**src/rtl/fetch_ctrl_if.sv**
```systemverilog
// ---------------------------------------------------------------------------
// fetch_ctrl_if
// Bundles the fetch-stage control inputs, the instruction-memory port, the
// IF/ID register outputs and the performance counters of fetch_ctrl.
//   slave  : the fetch_ctrl side (consumes stall/branch/resume/imem_data,
//            drives imem_addr, IF/ID, halted and the counters)
//   master : the environment side (pipeline, instruction memory, bench)
// Parameters: ADDR_W byte-address width, INST_W instruction width.
// ---------------------------------------------------------------------------
interface fetch_ctrl_if #(
  parameter int ADDR_W = 8,
  parameter int INST_W = 16
);
  logic              stall;
  logic              branch_taken;
  logic [ADDR_W-1:0] branch_target;
  logic              resume;
  logic [INST_W-1:0] imem_data;
  logic [ADDR_W-1:0] imem_addr;
  logic [INST_W-1:0] ifid_inst;
  logic [ADDR_W-1:0] ifid_pc;
  logic              ifid_valid;
  logic              halted;
  logic [15:0]       fetch_cnt;
  logic [15:0]       stall_cnt;

  modport slave (
    input  stall, branch_taken, branch_target, resume, imem_data,
    output imem_addr, ifid_inst, ifid_pc, ifid_valid, halted,
           fetch_cnt, stall_cnt
  );

  modport master (
    output stall, branch_taken, branch_target, resume, imem_data,
    input  imem_addr, ifid_inst, ifid_pc, ifid_valid, halted,
           fetch_cnt, stall_cnt
  );
endinterface

```
**src/rtl/fetch_ctrl.sv**
```systemverilog
// ---------------------------------------------------------------------------
// fetch_ctrl
// Instruction-fetch stage: owns the PC, drives the instruction memory
// address, and fills the IF/ID register. A three-state FSM (IDLE, RUN, HALT)
// sequences start-up, normal fetch and halting on the HALT_OP opcode.
//
// Ports:
//   i_clk  : clock, all state on the rising edge
//   i_rst  : asynchronous reset, active-low
//   bus    : fetch_ctrl_if.slave
//            in : stall, branch_taken, branch_target, resume, imem_data
//            out: imem_addr (= PC), ifid_inst, ifid_pc, ifid_valid,
//                 halted, fetch_cnt, stall_cnt
//
// Build option: define FETCH_PERF_CNT_EN to enable the fetch/stall
// performance counters; otherwise both counter outputs read 16'h0000.
// ---------------------------------------------------------------------------
module fetch_ctrl #(
  parameter int                ADDR_W   = 8,
  parameter int                INST_W   = 16,
  parameter logic [ADDR_W-1:0] RESET_PC = 8'h00,
  parameter logic [3:0]        HALT_OP  = 4'hF
) (
  input logic          i_clk,
  input logic          i_rst,
  fetch_ctrl_if.slave  bus
);

  typedef enum logic [1:0] {
    S_IDLE = 2'd0,
    S_RUN  = 2'd1,
    S_HALT = 2'd2
  } state_t;

  state_t            r_state;
  logic [ADDR_W-1:0] r_pc_p0;
  logic [INST_W-1:0] r_ifid_inst_p1;
  logic [ADDR_W-1:0] r_ifid_pc_p1;
  logic              r_vld_p1;
  logic              r_halted;

  logic              w_is_halt;

  // Next sequential instruction; wraps naturally at 2^ADDR_W.
  function automatic logic [ADDR_W-1:0] f_pc_inc(input logic [ADDR_W-1:0] pc);
    return pc + ADDR_W'(2);
  endfunction

  // Instructions are halfword aligned, so the redirect LSB is forced to 0.
  function automatic logic [ADDR_W-1:0] f_pc_align(input logic [ADDR_W-1:0] tgt);
    return tgt & ~ADDR_W'(1);
  endfunction

  assign w_is_halt = (bus.imem_data[INST_W-1 -: 4] == HALT_OP);

  // ---- stage p0: PC drives the instruction memory -------------------------
  assign bus.imem_addr = r_pc_p0;

  always_ff @(posedge i_clk or negedge i_rst) begin
    if (!i_rst) begin
      r_state        <= S_IDLE;
      r_pc_p0        <= RESET_PC;
      r_ifid_inst_p1 <= '0;
      r_ifid_pc_p1   <= '0;
      r_vld_p1       <= 1'b0;
      r_halted       <= 1'b0;
    end else begin
      case (r_state)
        S_IDLE: begin
          r_state <= S_RUN;
        end

        S_RUN: begin
          if (bus.branch_taken) begin
            r_pc_p0        <= f_pc_align(bus.branch_target);
            r_ifid_inst_p1 <= '0;
            r_vld_p1       <= 1'b0;
          end else if (!bus.stall) begin
            r_ifid_inst_p1 <= bus.imem_data;
            r_ifid_pc_p1   <= r_pc_p0;
            r_vld_p1       <= 1'b1;
            if (w_is_halt) begin
              // PC stays on the halt word so resume can step past it.
              r_state  <= S_HALT;
              r_halted <= 1'b1;
            end else begin
              r_pc_p0 <= f_pc_inc(r_pc_p0);
            end
          end
        end

        S_HALT: begin
          r_vld_p1 <= 1'b0;
          if (bus.branch_taken) begin
            // The halt came from a wrong path; the redirect cancels it.
            r_pc_p0        <= f_pc_align(bus.branch_target);
            r_ifid_inst_p1 <= '0;
            r_state        <= S_RUN;
            r_halted       <= 1'b0;
          end else if (bus.resume) begin
            r_pc_p0  <= f_pc_inc(r_pc_p0);
            r_state  <= S_RUN;
            r_halted <= 1'b0;
          end
        end

        default: begin
          r_state  <= S_IDLE;
          r_halted <= 1'b0;
        end
      endcase
    end
  end

  // ---- stage p1: IF/ID register outputs -----------------------------------
  assign bus.ifid_inst  = r_ifid_inst_p1;
  assign bus.ifid_pc    = r_ifid_pc_p1;
  assign bus.ifid_valid = r_vld_p1;
  assign bus.halted     = r_halted;

`ifdef FETCH_PERF_CNT_EN
  logic        w_fetch_ld;
  logic        w_stall_cyc;
  logic [15:0] r_fetch_cnt;
  logic [15:0] r_stall_cnt;

  // A load happens on every unstalled, unredirected RUN edge (halt word too).
  assign w_fetch_ld  = (r_state == S_RUN) && !bus.branch_taken && !bus.stall;
  assign w_stall_cyc = (r_state == S_RUN) && !bus.branch_taken &&  bus.stall;

  always_ff @(posedge i_clk or negedge i_rst) begin
    if (!i_rst) begin
      r_fetch_cnt <= '0;
      r_stall_cnt <= '0;
    end else begin
      if (w_fetch_ld)  r_fetch_cnt <= r_fetch_cnt + 16'd1;
      if (w_stall_cyc) r_stall_cnt <= r_stall_cnt + 16'd1;
    end
  end

  assign bus.fetch_cnt = r_fetch_cnt;
  assign bus.stall_cnt = r_stall_cnt;
`else
  assign bus.fetch_cnt = 16'h0000;
  assign bus.stall_cnt = 16'h0000;
`endif

endmodule

```
**src/flat_wrapper.sv**
```systemverilog
// flat-port wrapper written by rule: the top's interface ports become plain ports
module fetch_ctrl_flat 
#(
  parameter int                ADDR_W   = 8,
  parameter int                INST_W   = 16,
  parameter logic [ADDR_W-1:0] RESET_PC = 8'h00,
  parameter logic [3:0]        HALT_OP  = 4'hF
)
  (i_clk, i_rst, bus_stall, bus_branch_taken, bus_branch_target, bus_resume, bus_imem_data, bus_imem_addr, bus_ifid_inst, bus_ifid_pc, bus_ifid_valid, bus_halted, bus_fetch_cnt, bus_stall_cnt);
  fetch_ctrl_if #(.ADDR_W(ADDR_W), .INST_W(INST_W)) bus_i ();
  input logic i_clk;
  input logic i_rst;
  input wire logic [$bits(bus_i.stall)-1:0] bus_stall;
  input wire logic [$bits(bus_i.branch_taken)-1:0] bus_branch_taken;
  input wire logic [$bits(bus_i.branch_target)-1:0] bus_branch_target;
  input wire logic [$bits(bus_i.resume)-1:0] bus_resume;
  input wire logic [$bits(bus_i.imem_data)-1:0] bus_imem_data;
  output wire logic [$bits(bus_i.imem_addr)-1:0] bus_imem_addr;
  output wire logic [$bits(bus_i.ifid_inst)-1:0] bus_ifid_inst;
  output wire logic [$bits(bus_i.ifid_pc)-1:0] bus_ifid_pc;
  output wire logic [$bits(bus_i.ifid_valid)-1:0] bus_ifid_valid;
  output wire logic [$bits(bus_i.halted)-1:0] bus_halted;
  output wire logic [$bits(bus_i.fetch_cnt)-1:0] bus_fetch_cnt;
  output wire logic [$bits(bus_i.stall_cnt)-1:0] bus_stall_cnt;
  assign bus_i.stall = bus_stall;
  assign bus_i.branch_taken = bus_branch_taken;
  assign bus_i.branch_target = bus_branch_target;
  assign bus_i.resume = bus_resume;
  assign bus_i.imem_data = bus_imem_data;
  assign bus_imem_addr = bus_i.imem_addr;
  assign bus_ifid_inst = bus_i.ifid_inst;
  assign bus_ifid_pc = bus_i.ifid_pc;
  assign bus_ifid_valid = bus_i.ifid_valid;
  assign bus_halted = bus_i.halted;
  assign bus_fetch_cnt = bus_i.fetch_cnt;
  assign bus_stall_cnt = bus_i.stall_cnt;
  fetch_ctrl #(.ADDR_W(ADDR_W), .INST_W(INST_W), .RESET_PC(RESET_PC), .HALT_OP(HALT_OP)) u_core (.i_clk(i_clk), .i_rst(i_rst), .bus(bus_i));
endmodule
```
**config.mk**
```make
export PLATFORM = sky130hd
export DESIGN_NAME = fetch_ctrl_flat
export DESIGN_NICKNAME = d
export VERILOG_FILES = /design/src/rtl/fetch_ctrl_if.sv /design/src/rtl/fetch_ctrl.sv /design/src/flat_wrapper.sv
export SDC_FILE = /design/constraint.sdc
export NUM_CORES = 1
export LEC_CHECK = 0
export ABC_CLOCK_PERIOD_IN_PS = 2430
export BUFFER_PORTS_ARGS = -buffer_cell sky130_fd_sc_hd__buf_2
export CAP_MARGIN = 20
export CORE_MARGIN = 2
export CORE_UTILIZATION = 45
export DETAILED_ROUTE_END_ITERATION = 8
export HOLD_SLACK_MARGIN = 0.1
export PLACE_DENSITY = 0.8
export SETUP_SLACK_MARGIN = 0.1
export SLEW_MARGIN = 20
export SYNTH_ARGS = -nofsm -noshare
export SYNTH_HDL_FRONTEND = slang
export SYNTH_SLANG_ARGS = --single-unit
```
**constraint.sdc**
```tcl
create_clock -name i_clk -period 2.43 [get_ports i_clk]
set_clock_uncertainty 0.05 [all_clocks]
set_input_delay 0.243 -clock i_clk [delete_from_list [all_inputs] [get_ports i_clk]]
set_output_delay 0.243 -clock i_clk [all_outputs]
set_load 0.01 [all_outputs]
```
==> results of run 1 <==
[path summary, 6_finish.rpt]
check / startpoint / endpoint / slack [ns] / cells after the start
max: u_core.r_state[0] / u_core.bus.imem_addr[6] / 0.50 / 6
min: bus_imem_data[7] / u_core.bus.ifid_inst[7] / 0.13 / 2
max reg2reg: u_core.r_state[0] / u_core.bus.imem_addr[6] / 0.50 / 6
min reg2reg: u_core.bus.halted / u_core.bus.halted / 0.45 / 1
max in group asynchronous: i_rst / u_core.bus.ifid_inst[9] / 1.35 / 2
min in group asynchronous: i_rst / u_core.bus.ifid_pc[5] / 0.51 / 2
[report_power, final]
part	internal (uW)	switching [uW]	total (uW)	leakage, uW
registers	822	195	1020	0.000432
clock network	228	185	414	0.0000482
logic	560	670	1230	0.000645
total	1610	1050	2660	0.00113
[layout make-up]
class / instances / area share [%]
Sequential cell: 34 / 39.5
Multi-Input combinational cell: 123 / 37.6
Timing Repair Buffer: 62 / 14.9
Clock buffer: 7 / 4.01
Tap cell: 50 / 2.91
Inverter: 5 / 0.872
Clock inverter: 1 / 0.233
[sequential cells by signal, indices dropped and copies added (netlist names)]
register / cells
u_core.bus.halted: 1
u_core.bus.ifid_inst: 16
u_core.bus.ifid_pc: 7
u_core.bus.ifid_valid: 1
u_core.bus.imem_addr: 7
u_core.r_state: 2
[layer usage]
| layer | wire, um | global-route usage [%] | up-vias |
|---|---|---|---|
| li1 | - | - | 665 |
| met1 | 1500 | 18.2 | 685 |
| met2 | 1730 | 27.3 | 67 |
| met3 | 315 | 5.26 | 3 |
| met4 | 14 | 3.75 | 0 |
| met5 | 0 | 0 | - |
[through the flow]
stage,hold slack [ns],std cells
after floorplan,-0.103,201
after global placement,0.307,273
after detailed placement,0.305,273
after CTS,0.124,282
after global routing,0.121,282
final,0.130,282
[Yosys cell counts]
cell type and number:
o21ai_0 3, nand4_1 1, a21o_1 1, nand2b_1 2
a22o_1 16, nor2_1 6, nand3_1 3, or3_1 1
clkbuf_1 1, ha_1 6, o31ai_1 1, o2bb2ai_1 1
o211ai_1 1, nor3_1 8, or2_1 1, conb_1 1
and4b_1 1, a31o_2 1, o32a_1 1, nand3b_1 1
mux2_2 8, a21oi_1 4, nor3b_1 4, buf_4 34
o2111a_1 1, o21bai_1 1, o32ai_1 2, nor2_2 1
dfrtp_1 34, a32oi_1 1, o2111ai_1 1, inv_1 5
and2_1 1, nand2_1 4, o22ai_1 2, o311a_1 1
mux2i_1 2, nor3_2 1, buf_2 4
[kinds of logic after synthesis]
kind of cell	synth area share, %
and+or+nand+nor	10.6
AOI/OAI and AO/OA	16.5
adders and majority gates	4.10
other	0.205
buffers and inverters	16.2
muxes	6.01
DFF	46.4
[timing repair]
action                                 4_1_cts  5_1_grt
setup endpoints to repair                    0        0
hold buffers                                 1        0
endpoints found under the hold margin       34        0
==> metrics, run 1 <==
Routed wire per std cell=12.6 um; crit-path max cell delay=0.48 ns; Worst EP required=2.56 ns; status=completed; Clock Path Buffers=2; critical path class=reg2reg; minimum clock period=1.93 ns; fmax=518 MHz; area leader, netlist=dfrtp_1; multi-input logic area=808 um2; vias in the first global route=1,238; top post-synthesis cells by area=dfrtp_1 (46%), buf_4 (14%), a22o_1 (7.6%); Post-CTS Resized=0; hold crit path type=in2reg; Seq. cell area=851 um2; Area growth, synth to finish=17.4%; Crit Path Max Fanout=13; synthesized area per cell=10.9 um2; CTS clk-pin slew, worst paths=0.07 ns; GRT overflow=0; WL final=3.56 mm; Synthesis Warnings=0; Iter 0 DRT Violations=83; initial antenna violation count=0; Post-Syn Area=1830 um2; clk root buf=clkbuf_8; pwr dens=1240 nW/um2; core area=3970 um2; max cap viols=0; final setup violation count=0; Pleak=0.00113 uW; layout cells sized above 1=34.1%; crit end category=register; TritonCTS clock tree=built; post-detailed-route count of antenna-violating nets=0; pin count of the biggest net entering global routing=35; Slew headroom=50.6%; most common cell after layout, fill and taps aside=buf_2; gate count of the mapped netlist=168; Final GP Congestion=0.781; die height=67.8 um; cell family with most CP delay=simple AND/OR/NAND/NOR gates; Critical path buffers and inverters=1; worst-margin pin slew=0.742 ns; DR pass1 iterations=4; Vias=1,420; Total Power=2660 uW; Seq cells post-synth=34; most frequent cells in the layout=buf_2 (59), conb_1 (34), dfrtp_1 (34); H-tree depth=2; site row count=23; global-route usage over all layers=15.5%; full die area=4600 um2; Fin. Hold Viols=0; Startpoint Class=register; Initial Util=46.2%; Period Utilization, post-route=79.5%; I/O Buffers=59; max-slew violations=0; CTS Buf Count=5; maximum VDD drop=0.621 mV; worst slack at placement=0.516 ns; fillers=378; Slowest cell on crit path=and4b_1; global-route wire length before repair=5.35 mm; top-area cell type share of the netlist area=46.4%; Final Instance Area=2150 um2; total clock sinks=34; sequential area share after synthesis=46.4%; post-route setup slack=0.498 ns; DRC viols=0; Die W=67.8 um; total setup buffers inserted after CTS=0; final net count=266; I/O pins=95; CP cell instances=inv_1 -> ha_1 -> nand2b_1 -> and4b_1 -> o21ai_0 -> o31ai_1; Yosys cell types=39; Worst EP arrival=2.07 ns; vias per cell=5.04; sum of negative setup slack=0 ns; Post-DP Area=2050 um2; Skew-Pair Late Insertion Delay=0.28 ns; RSZ-0062 raised after global routing=no; Ant. Diodes=0; final core utilization=54.2%; post-DP HPWL=2.68 mm
(Power assumes the default switching activity.)
==> run 2, diff against run 1 <==
- ABC_CLOCK_PERIOD_IN_PS: 2430 -> 1600
- CORE_UTILIZATION: 45 -> 41
- PLACE_DENSITY: 0.8 -> 0.76
- clock period: 2.43 -> 1.6 ns (I/O delays scaled with it)
==> metrics, run 2 (synthesized netlist as in run 1, its figures left out) <==
status=finished, violations left; failing checks=setup timing; max-slew violations=0 (unchanged); Vias=1,648 (+16%); site row count=24 (+4.3%); Skew-Pair Late Insertion Delay=0.28 ns (about the same); Fin. Hold Viols=0 (unchanged); DR pass1 iterations=4 (unchanged); Iter 0 DRT Violations=102 (+23%); RSZ-0062 raised after global routing=yes; Finished Layout Cells=326 (+16%); global-route usage over all layers=19.9% (+4.4 points); Die W=70.9 um (+4.5%); vias per cell=5.06 (+0.39%); post-DP HPWL=2.97 mm (+11%); Period Utilization, post-route=104% (+24 points); Worst EP required=1.74 ns (-0.82 ns); Pleak=0.00140 uW (+24%); pwr dens=1910 nW/um2 (+54%); pin count of the biggest net entering global routing=35 (unchanged); max reg flops=16 (unchanged); maximum VDD drop=1.04 mV (+68%); vias in the first global route=1,614 (+30%); post-route setup slack=-0.0618 ns (-0.560 ns); I/O Buffers=59 (unchanged); Area growth, synth to finish=52.8%; final net count=308 (+16%); final setup violation count=18 (+18); total clock sinks=34 (unchanged); most common cell after layout, fill and taps aside=buf_2; Ant. Diodes=0 (unchanged); clk root buf=clkbuf_8; core area=4320 um2 (+8.9%); global-route wire length before repair=7.87 mm (+47%); Startpoint Class=register; most frequent cells in the layout=buf_2 (59), conb_1 (34), dfrtp_1 (34); CTS clk-pin slew, worst paths=0.07 ns (about the same); layout cells sized above 1=47.8% (+14 points); Worst EP arrival=1.80 ns (-0.27 ns); Final GP Congestion=0.773 (-0.97%); CTS Buf Count=5 (unchanged); post-detailed-route count of antenna-violating nets=0 (unchanged); hold crit path type=in2reg; placed insts=286 (+4.8%); GRT overflow=0 (unchanged); Final Instance Area=2800 um2 (+30%); full die area=5020 um2 (+9.2%); fmax=602 MHz (+16%); DRC viols=0 (unchanged); critical path class=reg2reg; Clock Path Buffers=2 (unchanged); minimum clock period=1.66 ns (-0.270 ns); Post-DP Area=2170 um2 (+5.8%); max cap viols=0 (unchanged); WL final=4.94 mm (+38%); I/O pins=95 (unchanged); die height=70.9 um (+4.5%); initial antenna violation count=0 (unchanged); Crit Path Max Fanout=6 (-7); Initial Util=42.4% (-3.8 points); Routed wire per std cell=15.1 um (+20%); H-tree depth=2 (unchanged); TritonCTS clock tree=built; crit end category=register
-- run 2: cell type report --
cell class	instances	area, um2
clock buffer	7	86.3
clock inverter	1	5.00
fill	329	1520
inverter	5	18.8
multi-input combinational	126	1060
sequential	34	851
tap	52	65.1
timing repair buffer	101	711
-- run 2: critical path: stages, from the launching register on --
cell and delay [ns]:
dfrtp_1 0.39, inv_2 0.12, ha_4 0.18, nand2b_4 0.09, and4b_2 0.31, o311a_1 0.36
o31ai_2 0.06
-- run 2: power by group --
part	switching [uW]	total (uW)	internal, uW
Combinational	1490	3110	1630
Sequential	342	1590	1250
Clock	299	646	347
Total	2130	5350	3220
-- run 2: what timing repair did --
item	in CTS	in global routing
setup buffers	8	3
hold buffers	18	0
endpoints found under the setup margin	31	33
gates resized for setup	35	14
hold endpoints to repair	51	0
pin swaps	29	9
gates cloned	3	0
-- run 2: routing by layer --
layer | vias to the layer above | wire length (um) | track usage, %
met5 | - | 0 | 0
met4 | 0 | 22 | 5.03
met3 | 2 | 321 | 3.99
met2 | 73 | 2570 | 34.3
met1 | 810 | 2020 | 25.7
li1 | 763 | - | -
-- run 2: stage by stage --
stage	TNS, ns	total power, uW	setup WS (ns)	hold slack, ns	util (%)
floorplan	-0.296	2960	-0.0548	-0.186	-
global placement	-3.20	3640	-0.161	0.162	50.2
detailed placement	-5.81	3720	-0.302	0.162	50.2
CTS	-0.127	5120	-0.0426	0.127	62.9
global route	-1.50	5710	-0.111	0.152	64.8
finish	-0.379	5350	-0.0618	0.132	64.8
-- run 2: final timing paths --
path | from | endpoint | slack (ns) | cells after the start
max | u_core.r_state[0] | u_core.bus.imem_addr[6] | -0.06 | 6
min | bus_branch_target[1] | u_core.bus.imem_addr[1] | 0.13 | 3
max reg2reg | u_core.r_state[0] | u_core.bus.imem_addr[6] | -0.06 | 6
min reg2reg | u_core.bus.ifid_pc[4] | u_core.bus.ifid_pc[4] | 0.46 | 1
max in group asynchronous | i_rst | u_core.bus.ifid_pc[3] | 0.80 | 3
min in group asynchronous | i_rst | u_core.bus.ifid_inst[13] | 0.39 | 3
==> run 3, diff against run 2 <==
- ABC_CLOCK_PERIOD_IN_PS: 1600 -> 1750
- CORE_MARGIN: 2 -> 1.5
- CORE_UTILIZATION: 41 -> 45
- PLACE_DENSITY: 0.76 -> 0.8
- TNS_END_PERCENT: default -> 10
- clock period: 1.6 -> 1.75 ns (I/O delays scaled with it)
==> metrics, run 3 (synthesized netlist as in run 1, its figures left out) <==
Ant. Diodes=0 (unchanged); sum of negative setup slack=0 ns (+0.379 ns); Initial Util=46.2% (+3.8 points); Hold Crit Start=bus_branch_target[5]; RSZ-0062 raised after global routing=yes; vias per cell=5.18 (+2.4%); WL final=4.39 mm (-11%); FF-to-FF Start=u_core.r_state[0]; Fin. Hold Viols=0 (unchanged); sequential power share=34.4% (+4.7 points); Slowest cell on crit path=dfrtp_1; post-DP HPWL=2.72 mm (-8.6%); status=completed; Die W=66.8 um (-5.7%); Worst EP arrival=1.85 ns (+0.05 ns); H-tree depth=2 (unchanged); post-detailed-route count of antenna-violating nets=0 (unchanged); worst-margin pin slew=0.758 ns; crit-path max cell delay=0.40 ns (about the same); initial antenna violation count=0 (unchanged); most common cell after layout, fill and taps aside=buf_2; total clock sinks=34 (unchanged); critical path startpoint=u_core.r_state[0]; Worst EP required=1.90 ns (+0.16 ns); I/O pins=95 (unchanged); maximum VDD drop=0.967 mV (-7.4%); Clock power frac=13.0% (+0.9 points); Pleak=0.00126 uW (-10%); I/O Buffers=59 (unchanged); clk root buf=clkbuf_8; die height=66.8 um (-5.7%); site row count=23 (-4.2%); Iter 0 DRT Violations=62 (-39%); Hold WS=0.127 ns (-0.00511 ns); Crit Path Max Fanout=7 (+1); net switching power of the design=1700 uW (-20%); core area=3970 um2 (-8.2%); DR pass1 iterations=5 (+1); max reg flops=16 (unchanged); Int Pwr=2490 uW (-23%); Final GP Congestion=0.811 (+4.9%); sw frac=40.7% (+0.84 points); Logic pwr share=52.6% (-5.6 points); crit end category=register; cell family with most CP delay=simple AND/OR/NAND/NOR gates; GRT overflow=0 (unchanged); pwr dens=1680 nW/um2 (-12%); pin count of the biggest net entering global routing=35 (unchanged); CTS Buf Count=5 (unchanged); final setup violation count=0 (-18); global-route wire length before repair=6.95 mm (-12%); final core utilization=62.9% (-1.9 points); global-route usage over all layers=21.1% (+1.2 points); Skew-Pair Late Insertion Delay=0.29 ns (about the same); critical path class=reg2reg; Area growth, synth to finish=36.2%; Period Utilization, post-route=97.4% (-6.5 points); final net count=293 (-4.9%); Routed wire per std cell=14.2 um (-6.0%); post-route setup slack=0.0458 ns (+0.108 ns); TritonCTS clock tree=built; CTS clk-pin slew, worst paths=0.07 ns (about the same); full die area=4460 um2 (-11%); hold crit path type=in2reg; fmax=587 MHz (-2.5%); most frequent cells in the layout=buf_2 (59), conb_1 (34), dfrtp_1 (34); DRC viols=0 (unchanged); Vias=1,595 (-3.2%); worst slack at placement=-0.127 ns (+0.176 ns); layout cells sized above 1=41.1% (-6.7 points); Startpoint Class=register; max cap viols=0 (unchanged); vias in the first global route=1,491 (-7.6%); Clock Path Buffers=2 (unchanged); CP cell instances=inv_2 -> ha_4 -> nand2b_2 -> and4b_2 -> o311a_1 -> o31ai_1; minimum clock period=1.70 ns (+0.0424 ns); Slew headroom=49.5%; max-slew violations=0 (unchanged); fillers=329 (unchanged); Critical path buffers and inverters=1 (unchanged)
==> run 3: changes by cell type in the layout (fill, tap and decap cells not counted), moves of 2 or more <==
cell,delta
mux2_2,+7
mux2_4,-7
buf_4,-6
buf_6,-5
nor3_1,+4
buf_12,-2
nor2_4,-2
nor3_2,-2
nor3_4,-2
nor3b_1,+2
nor3b_2,-2
o21ai_0,+2
o22ai_4,-2
==> run 3: power by group through the flow <==
| stage | Sequential, uW | Clock, uW | Combinational, uW |
|---|---|---|---|
| global route | 1490 | 597 | 2400 |
| detailed placement | 1440 | 0 | 1800 |
| finish | 1440 | 545 | 2210 |
| global placement | 1430 | 0 | 1750 |
| floorplan | 1550 | 0 | 1130 |
| CTS | 1430 | 561 | 2080 |
==> run 3: layout make-up <==
| class | count | area (um2) | share of cell area, % |
|---|---|---|---|
| clock buffers | 5 | 68.8 | 2.76 |
| repair buffers | 87 | 554 | 22.2 |
| clock inverters | 2 | 10.0 | 0.401 |
| inverters | 5 | 18.8 | 0.752 |
| well taps | 50 | 62.6 | 2.51 |
| multi-input cells | 125 | 932 | 37.3 |
| flip-flops and latches | 34 | 851 | 34.1 |
==> run 3: path summary, 6_finish.rpt <==
kind	end	slack, ns	cells past startpoint
worst max-delay path	u_core.bus.imem_addr[6]	0.05	6
worst min-delay path	u_core.bus.imem_addr[5]	0.13	3
worst max register to register	u_core.bus.imem_addr[6]	0.05	6
worst min register to register	u_core.bus.ifid_inst[2]	0.45	1
max in group asynchronous	u_core.bus.ifid_inst[1]	0.73	2
min in group asynchronous	u_core.bus.imem_addr[5]	0.44	2
==> run 3: routing by layer <==
layer,vias to the layer above,track usage [%],wire [um]
met5,-,0,0
met4,0,8.67,89
met3,9,7.09,338
met2,82,35.4,2140
met1,774,24.7,1820
li1,730,-,-
==> run 3: what timing repair did <==
action / CTS / global route
pin swaps: 4 / 1
gates resized for setup: 11 / 8
hold buffers: 18 / 0
endpoints found under the setup margin: 31 / 31
hold endpoints to repair: 51 / 0
cloned: 2 / 0
buffers inserted: 3 / 1
==> run 3: metrics by stage <==
step                      instances  area (um2)  total power [uW]
after floorplan                 201        1980              2680
after global placement          277        2100              3180
after detailed placement        277        2100              3240
after CTS                       307        2460              4070
after global routing            308        2500              4480
final                           308        2500              4190
==> run 3: worst register-to-register path: cells and delay by family, from the launching register on <==
kind	cells	cell delay [ns]
simple gates	2	0.43
compound gates	2	0.41
flops	1	0.40
fa+ha+maj	1	0.20
buf+inv	1	0.12
